`config.mk`:
```
export PLATFORM = sky130hd
export DESIGN_NAME = regfile_write_arbiter
export DESIGN_NICKNAME = d
export VERILOG_FILES = /design/src/rtl/regfile_write_arbiter.sv
export SDC_FILE = /design/constraint.sdc
export NUM_CORES = 1
export LEC_CHECK = 0
export ABC_AREA = 1
export CORE_MARGIN = 5
export CORE_UTILIZATION = 42
export CTS_CLUSTER_DIAMETER = 120
export DETAILED_ROUTE_END_ITERATION = 12
export PLACE_DENSITY = 0.81
export SKIP_LAST_GASP = 1
export SLEW_MARGIN = 30
export SYNTH_ARGS = -nofsm -noshare
export SYNTH_HDL_FRONTEND = slang
export SYNTH_SLANG_ARGS = --single-unit
```
`constraint.sdc`:
```
create_clock -name clock_in -period 3.7 [get_ports clock_in]
set_clock_uncertainty 0.05 [all_clocks]
set_input_delay 0.555 -clock clock_in [delete_from_list [all_inputs] [get_ports clock_in]]
set_output_delay 0.555 -clock clock_in [all_outputs]
set_load 0.02 [all_outputs]
```
`src/rtl/regfile_write_arbiter.sv`:
```
// ---------------------------------------------------------------------------
// regfile_write_arbiter
//
// Purpose:
//   Round-robin arbiter that funnels write requests from NUM_REQUESTERS
//   sources into the single write port of an 8-bit register file. A granted
//   write appears on the rf_* outputs one cycle after its transfer edge.
//   Writes to register 0 are accepted but never forwarded; they are tallied
//   in a saturating 8-bit drop counter instead.
//
// Optional feature:
//   Define REGFILE_ARB_LOCK_EN to compile in burst locking. A requester that
//   transfers with its lock bit set keeps exclusive ownership of the port
//   until it sends a beat with lock clear, or idles with valid and lock both
//   low. Without the macro the req_lock_in port does not exist.
//
// Ports:
//   clock_in              sole clock, rising edge
//   reset_n_in            asynchronous active-low reset
//   req_valid_in [N]      per-requester write pending
//   req_address_in [N*AW] packed target register per requester
//   req_data_in [N*8]     packed write data per requester
//   req_lock_in [N]       per-requester burst lock (REGFILE_ARB_LOCK_EN only)
//   req_ready_out [N]     one-hot grant, combinational
//   rf_write_enable_out   register file write enable
//   rf_write_address_out  register file write address
//   rf_write_data_out     register file write data
//   grant_id_out          requester whose write is on rf_* this cycle
//   drop_count_out        saturating count of dropped writes to register 0
// ---------------------------------------------------------------------------
module regfile_write_arbiter #(
  parameter  int NUM_REQUESTERS      = 4,
  parameter  int NUMBER_OF_REGISTERS = 256,
  localparam int AW                  = $clog2(NUMBER_OF_REGISTERS),
  localparam int IW                  = $clog2(NUM_REQUESTERS)
) (
  input  logic                         clock_in,
  input  logic                         reset_n_in,
  input  logic [NUM_REQUESTERS-1:0]    req_valid_in,
  input  logic [NUM_REQUESTERS*AW-1:0] req_address_in,
  input  logic [NUM_REQUESTERS*8-1:0]  req_data_in,
`ifdef REGFILE_ARB_LOCK_EN
  input  logic [NUM_REQUESTERS-1:0]    req_lock_in,
`endif
  output logic [NUM_REQUESTERS-1:0]    req_ready_out,
  output logic                         rf_write_enable_out,
  output logic [AW-1:0]                rf_write_address_out,
  output logic [7:0]                   rf_write_data_out,
  output logic [IW-1:0]                grant_id_out,
  output logic [7:0]                   drop_count_out
);

  // Index that follows i in round-robin order, wrapping N-1 back to 0.
  function automatic logic [IW-1:0] nextIndex(input logic [IW-1:0] i);
    return (int'(i) == NUM_REQUESTERS - 1) ? '0 : i + 1'b1;
  endfunction

  logic [IW-1:0] pointer_q, pointer_d;
  logic          writeEnable_q, writeEnable_d;
  logic [AW-1:0] writeAddress_q, writeAddress_d;
  logic [7:0]    writeData_q, writeData_d;
  logic [IW-1:0] grantId_q, grantId_d;
  logic [7:0]    dropCount_q, dropCount_d;

`ifdef REGFILE_ARB_LOCK_EN
  typedef enum logic {UNLOCKED, LOCKED} lockState_e;
  lockState_e    lockState_q, lockState_d;
  logic [IW-1:0] lockOwner_q, lockOwner_d;
`endif

  logic                      grantFound;
  logic [IW-1:0]             grantIdx;
  logic [NUM_REQUESTERS-1:0] readyVec;
  logic                      transfer;
  logic [AW-1:0]             grantAddress;
  logic [7:0]                grantData;

  // Grant selection: scan from the pointer upward with wrap-around and take
  // the first valid requester. A held lock overrides the scan so that only
  // the owner can be granted.
  always_comb begin
    grantFound = 1'b0;
    grantIdx   = '0;
    for (int k = 0; k < NUM_REQUESTERS; k++) begin
      if (!grantFound &&
          req_valid_in[IW'((int'(pointer_q) + k) % NUM_REQUESTERS)]) begin
        grantFound = 1'b1;
        grantIdx   = IW'((int'(pointer_q) + k) % NUM_REQUESTERS);
      end
    end
`ifdef REGFILE_ARB_LOCK_EN
    if (lockState_q == LOCKED) begin
      grantFound = req_valid_in[lockOwner_q];
      grantIdx   = lockOwner_q;
    end
`endif
    readyVec = '0;
    if (grantFound) begin
      readyVec[grantIdx] = 1'b1;
    end
  end

  // Ready is forced low during reset so a beat coincident with reset
  // assertion is never counted as a transfer.
  assign req_ready_out = reset_n_in ? readyVec : '0;
  assign transfer      = |req_ready_out;
  assign grantAddress  = req_address_in[grantIdx*AW +: AW];
  assign grantData     = req_data_in[grantIdx*8 +: 8];

  // Next-state logic: pointer advance, write forwarding or drop counting,
  // and the lock FSM. Address and data hold when nothing is forwarded.
  always_comb begin
    pointer_d      = pointer_q;
    writeEnable_d  = 1'b0;
    writeAddress_d = writeAddress_q;
    writeData_d    = writeData_q;
    grantId_d      = grantId_q;
    dropCount_d    = dropCount_q;
`ifdef REGFILE_ARB_LOCK_EN
    lockState_d    = lockState_q;
    lockOwner_d    = lockOwner_q;
`endif

    if (transfer) begin
      pointer_d = nextIndex(grantIdx);
      if (grantAddress == '0) begin
        if (dropCount_q != 8'hFF) begin
          dropCount_d = dropCount_q + 8'd1;
        end
      end else begin
        writeEnable_d  = 1'b1;
        writeAddress_d = grantAddress;
        writeData_d    = grantData;
        grantId_d      = grantIdx;
      end
    end

`ifdef REGFILE_ARB_LOCK_EN
    case (lockState_q)
      UNLOCKED: begin
        if (transfer && req_lock_in[grantIdx]) begin
          lockState_d = LOCKED;
          lockOwner_d = grantIdx;
        end
      end
      LOCKED: begin
        // The pointer is frozen while a burst owns the port and jumps past
        // the owner when the burst ends, whether by a final beat or by the
        // owner going idle.
        pointer_d = pointer_q;
        if (!req_lock_in[lockOwner_q] &&
            (transfer || !req_valid_in[lockOwner_q])) begin
          lockState_d = UNLOCKED;
          pointer_d   = nextIndex(lockOwner_q);
        end
      end
      default: lockState_d = UNLOCKED;
    endcase
`endif
  end

  // State registers with asynchronous active-low reset.
  always_ff @(posedge clock_in or negedge reset_n_in) begin
    if (!reset_n_in) begin
      pointer_q      <= '0;
      writeEnable_q  <= 1'b0;
      writeAddress_q <= '0;
      writeData_q    <= '0;
      grantId_q      <= '0;
      dropCount_q    <= '0;
`ifdef REGFILE_ARB_LOCK_EN
      lockState_q    <= UNLOCKED;
      lockOwner_q    <= '0;
`endif
    end else begin
      pointer_q      <= pointer_d;
      writeEnable_q  <= writeEnable_d;
      writeAddress_q <= writeAddress_d;
      writeData_q    <= writeData_d;
      grantId_q      <= grantId_d;
      dropCount_q    <= dropCount_d;
`ifdef REGFILE_ARB_LOCK_EN
      lockState_q    <= lockState_d;
      lockOwner_q    <= lockOwner_d;
`endif
    end
  end

  assign rf_write_enable_out  = writeEnable_q;
  assign rf_write_address_out = writeAddress_q;
  assign rf_write_data_out    = writeData_q;
  assign grant_id_out         = grantId_q;
  assign drop_count_out       = dropCount_q;

endmodule

```
==> results.yml, run 1 <==
logic_synthesis:
  syn-mean-instance-area_um2: 6.80
  yosys.area_share.xor_xnor_pct: 1.98
  synthCells: 325
  yosysWarnings: 0
  synth_mux_area_share_pct: 1.81
  netlist_area_um2: 2210
  synthAdderAreaFrac_pct: 1.13
  ys_seq_elements: 29
  synthSimpleGateAreaFrac_pct: 45.7
  yosysUniqueCellTypes: 30
  syn-num-nets: 397
  synth_compound_area_share_pct: 7.42
  synth_top_family_by_area: "simple AND/OR/NAND/NOR gates"
  seq_area_frac_synth_pct: 32.8
worst_hold_path:
  hold_path_class: "flip-flop to flip-flop"
cells_and_area:
  nFillCells: 470
  syn_to_final_growth_pct: 51.4
  antenna_cells: 0
  layout_commonest_cell: "nand2_1"
  final_nets: 497
  drive_gt1_share_pct: 8.47
  final_cell_mix: "nand2_1, clkdlybuf4s50_1, dfrtp_1, inv_1, nand3_1"
  post-route-util_pct: 65.5
  final_cells: 495
place:
  dpl.cell_count: 488
  place.gp.congestion: 0.815
  io_buffers: 100
  post-dp-hpwl_um: 5340
timing:
  rsz0062_at_grt: "false"
  fmax_mhz: 285
  setup_violations: 0
  tns_ps: 0
  post-route-min-period_ps: 3510
  final-max-slew-violation-count: 0
  slew_headroom_pct: 63.5
  tightest_slew_ps: 546
  finalHoldViolations: 0
  period_share_pct: 94.9
worst_setup_path:
  worstSetupStartpointType: "input port"
  required_ps: 3090
  cp_data_arrival_time_ps: 2910
  crit_chain: "clkdlybuf4s50_1 > inv_1 > o21ai_1 > nand2_1 > nand2_2 > nor2_4 > nand3_2 > nand2_4 > nand2_8 > ha_1 > inv_1 > nor2_1 > clkdlybuf4s50_1"
  end_kind: "output port"
  cp_slowest_cell: "clkdlybuf4s50_1"
  cp_slowest_stage_delay_ps: 610
  cp_max_fo: 17
  critPathKind: "input port to output port"
clock_network:
  clock_path_buffers: 2
  cts.sinks: 29
  post-cts-setup-buffer-count: 0
  cts_root_buffer: "clkbuf_8"
  insertion_delay_ps: 280
  cts_tree: "yes"
  post_cts_resized: 0
  cts_buffers: 5
  cts_hold_buf: 0
  clkSlewWorstSetupHoldPaths_ps: 60
  cts_max_level: 2
die:
  rows: 26
  core_um2: 5110
  ioPinCount: 101
  die_w_um: 82.5
  initial_core_util_pct: 43.3
  dieArea_um2: 6810
  die_y_um: 82.5
outcome:
  status: "finished clean"
routing:
  drc_errors: 0
  ant_nets: 0
  wire_per_inst_um: 13.4
  firstDrtPassIters: 4
  vias: 2462
  wl_um: 6640
  drt_iter0_markers: 157
  vias_per_cell: 4.97
global_route:
  grt_overflow: 0
  grt_max_degree: 30
  track_usage_pct: 20.2
  antenna_found_initial: 0
  grt_pass1_vias: 2357
  grt_pass1_wl_um: 10700
power_and_ir_drop:
  power_w: 0.00320
  peakVddDrop_v: 0.000433
  p_leak_nw: 1.65
  power_density_nw_per_um2: 958
run:
  cap_violations: 0
cells by family (layout without fill, tap and decap cells):
family          after synthesis  count (layout)
mux                           4               4
xor+xnor                      5               5
compound gates               26              26
fa+ha+maj                     2               2
simple gates                219             219
buf+inv                      40             140
flops                        29              29
cell type report:
class                   instances  area, um2  area share (%)
clock buffers                   7       86.3            2.58
well taps                      70       87.6            2.62
inverters                      27        101            3.03
multi-input cells             256       1290            38.6
flip-flops and latches         29        727            21.7
repair buffers                106       1050            31.4
sequential cells by signal (all words and copies together), names as in the netlist:
signal,cells
drop_count_out,8
rf_write_address_out,8
rf_write_data_out,8
grant_id_out,2
pointer_q,2
rf_write_enable_out,1
through the flow:
stage	setup slack (ps)	area, um2	hold WS [ps]
after floorplan	974	2210	209
after global placement	228	3240	413
after detailed placement	136	3240	415
after CTS	114	3330	432
after global routing	7.24	3340	444
final	190	3340	427
cell usage after synthesis:
master      n  area [um2]
a22oi_1     8        60.1
a31oi_1     1        6.26
buf_2       5        25.0
buf_4       2        15.0
buf_6       5        56.3
clkbuf_1    1        3.75
dfrtp_1    29         726
ha_1        2        25.0
inv_1      25        93.8
inv_2       2        7.51
mux2i_1     4        40.0
nand2_1   140         526
nand2_2     9        56.3
nand2_4     2        22.5
nand3_1    25         125
nand3_2     3        30.0
nand3_4     1        17.5
nand3b_1    7        52.6
nand4_1    11        68.8
nor2_1     13        48.8
nor2_2      2        12.5
nor2_4      3        33.8
nor3_1      2        10.0
nor4_1      1        6.26
o21ai_0    14        70.1
o21ai_1     1        5.00
o21ai_4     1        16.3
o22ai_1     1        6.26
xnor2_1     1        8.76
xor2_1      4        35.0
critical path: cells and delay by family:
| family | cells | cell delay (ps) |
|---|---|---|
| buffers and inverters | 4 | 1210 |
| AND/OR/NAND/NOR | 7 | 730 |
| AO/OA/AOI/OAI | 1 | 240 |
| adder cells (fa/ha/maj) | 1 | 180 |
path summary, 6_finish.rpt:
path | from | endpoint | slack [ps] | depth (start not counted)
max | req_valid_in[3] | req_ready_out[3] | 190 | 13
min | rf_write_data_out[4] | rf_write_data_out[4] | 430 | 2
max reg2reg | pointer_q[0] | drop_count_out[6] | 630 | 19
min reg2reg | rf_write_data_out[4] | rf_write_data_out[4] | 430 | 2
max in group asynchronous | reset_n_in | pointer_q[0] | 2530 | 2
min in group asynchronous | reset_n_in | drop_count_out[3] | 760 | 2
power breakdown:
group	leakage, nW	switching [W]	internal (W)
sequential	0.371	0.0000985	0.000452
combinational	1.23	0.00150	0.000896
clock	0.0443	0.000114	0.000147
per-layer routing:
| metal | global-route usage (%) | wire, um |
|---|---|---|
| met5 | 0 | 0 |
| met4 | 5.23 | 77 |
| met3 | 4.99 | 461 |
| met2 | 35.9 | 3330 |
| met1 | 24.3 | 2770 |
No activity file was read; power rests on OpenSTA's default activity.
==> inputs of run 2 (changes only) <==
--- a/config.mk
+++ b/config.mk
@@ -7,10 +7,11 @@
 export LEC_CHECK = 0
 export ABC_AREA = 1
 export CORE_MARGIN = 5
-export CORE_UTILIZATION = 42
+export CORE_UTILIZATION = 45
 export CTS_CLUSTER_DIAMETER = 120
 export DETAILED_ROUTE_END_ITERATION = 12
-export PLACE_DENSITY = 0.81
+export HOLD_SLACK_MARGIN = 0.05
+export PLACE_DENSITY = 0.86
 export SKIP_LAST_GASP = 1
 export SLEW_MARGIN = 30
 export SYNTH_ARGS = -nofsm -noshare
==> constraint.sdc (replaced) <==
create_clock -name clock_in -period 4.1 [get_ports clock_in]
set_clock_uncertainty 0.05 [all_clocks]
set_input_delay 0.615 -clock clock_in [delete_from_list [all_inputs] [get_ports clock_in]]
set_output_delay 0.615 -clock clock_in [all_outputs]
set_load 0.02 [all_outputs]
==> results.yml, run 2 (synthesized netlist as in run 1, its figures left out) <==
outcome:
  status: "finished clean"
worst_setup_path:
  cp_slowest_stage_delay_ps: 630
  critPathKind: "flip-flop to output port"
  required_ps: 3430
  r2r_setup_slack_ps: 820
  cp_slowest_cell: "dfrtp_1"
  crit_buf_inv: 3
  end_kind: "output port"
  worstSetupStartpointType: "flip-flop"
  crit_chain: "inv_2 > nand2_2 > nand2_2 > o21ai_0 > nand3_2 > nand2_4 > nand2_4 > inv_1 > nand2_1 > nor2_1 > clkdlybuf4s50_1"
  cp_data_arrival_time_ps: 3000
  cp_max_fo: 17
  r2r_start: "pointer_q[0]"
  r2r_cells: 18
  r2r-end: "drop_count_out[6]"
  cp_top_family: "buffers and inverters"
die:
  initial_core_util_pct: 46.5
  core_um2: 4750
  die_w_um: 80.1
  rows: 25
  die_y_um: 80.1
  dieArea_um2: 6410
  ioPinCount: 101
timing:
  fmax_mhz: 273
  setup_violations: 0
  rsz0062_at_grt: "false"
  post-route-min-period_ps: 3670
  tns_ps: 0
  tightest_slew_ps: 554
  slew_headroom_pct: 62.9
  finalHoldViolations: 0
  final-max-slew-violation-count: 0
  period_share_pct: 89.4
global_route:
  grt_overflow: 0
  top_usage_layer: "met2"
  grt_pass1_vias: 2290
  grt_use_met3_pct: 4.82
  grt_pass1_wl_um: 10400
  track_usage_pct: 20.5
  grtUsageMet1_pct: 22.6
  met2_usage_pct: 39.1
  antenna_found_initial: 0
  grt_max_degree: 30
cells_and_area:
  antenna_cells: 0
  syn_to_final_growth_pct: 50.2
  final_nets: 496
  layout_commonest_cell: "nand2_1"
  final_cell_mix: "nand2_1, clkdlybuf4s50_1, dfrtp_1, inv_1, nand3_1"
  drive_gt1_share_pct: 8.02
worst_hold_path:
  hold_depth: 2
  hold_path_class: "flip-flop to flip-flop"
  hold_end: "rf_write_data_out[6]"
  hp-start: "rf_write_data_out[6]"
power_and_ir_drop:
  power_density_nw_per_um2: 857
  p_leak_nw: 1.61
  peakVddDrop_v: 0.000439
  power_w: 0.00284
clock_network:
  cts_tree: "yes"
  post-cts-setup-buffer-count: 0
  post_cts_resized: 0
  cts_hold_buf: 0
  cts_root_buffer: "clkbuf_8"
  cts_max_level: 2
  clock_path_buffers: 2
  cts.sinks: 29
  insertion_delay_ps: 280
  cts_buffers: 5
  clkSlewWorstSetupHoldPaths_ps: 60
routing:
  wl_um: 6550
  drt_iter0_markers: 73
  vias: 2434
  wire_per_inst_um: 13.3
  firstDrtPassIters: 4
  ant_nets: 0
  drc_errors: 0
  vias_per_cell: 4.96
place:
  place.gp.congestion: 0.835
  post-dp-hpwl_um: 5160
  io_buffers: 100
run:
  cap_violations: 0
[run 2: changes by cell type in the layout (fill, tap and decap cells not counted), sizes merged]
cell,before,now
buf,6,5
dlymetal6s2s,2,0
clkdlybuf4s50,98,100
[run 2: tightest hold or removal path: cells and delay by family, from the launching register on]
family	cells	cell delay, ps
and+or+nand+nor	2	100
DFF	1	340
[run 2: power breakdown]
group	switching (W)	total [W]	internal, W
sequential	0.0000850	0.000492	0.000407
clock	0.000102	0.000235	0.000133
combinational	0.00132	0.00212	0.000793
[run 2: worst max path at each step]
stage,startpoint,end,depth (start not counted)
after global placement,req_valid_in[3],req_ready_out[3],12
after global routing,pointer_q[0],req_ready_out[2],13
after CTS,req_valid_in[3],req_ready_out[3],12
final,pointer_q[0],req_ready_out[2],11
after detailed placement,req_valid_in[3],req_ready_out[3],12
after floorplan,req_valid_in[3],req_ready_out[3],14
[run 2: layer usage]
metal	routed length (um)	part of all wire [%]
met1	2670	41
met2	3320	51
met3	457	7.0
met4	99	1.5
met5	0	0
[run 2: area by class of cell]
cell class	instances	area [um2]
multi-input cells	256	1280
clock buffers	7	86.3
inverters	27	101
repair buffers	105	1040
fillers	403	1440
flip-flops and latches	29	726
well taps	67	83.8
[run 2: stage by stage]
stage          hold slack [ps]  util [%]  cells  instance area [um2]  setup slack [ps]
2_1_floorplan              269         -    325                 2210              1270
5_1_grt                    453      69.8    491                 3320               219
6_report                   429      69.8    491                 3320               433
4_1_cts                    432      69.8    491                 3320               437
3_3_place_gp               412      68.0    484                 3230               511
3_5_place_dp               415      68.0    484                 3230               452
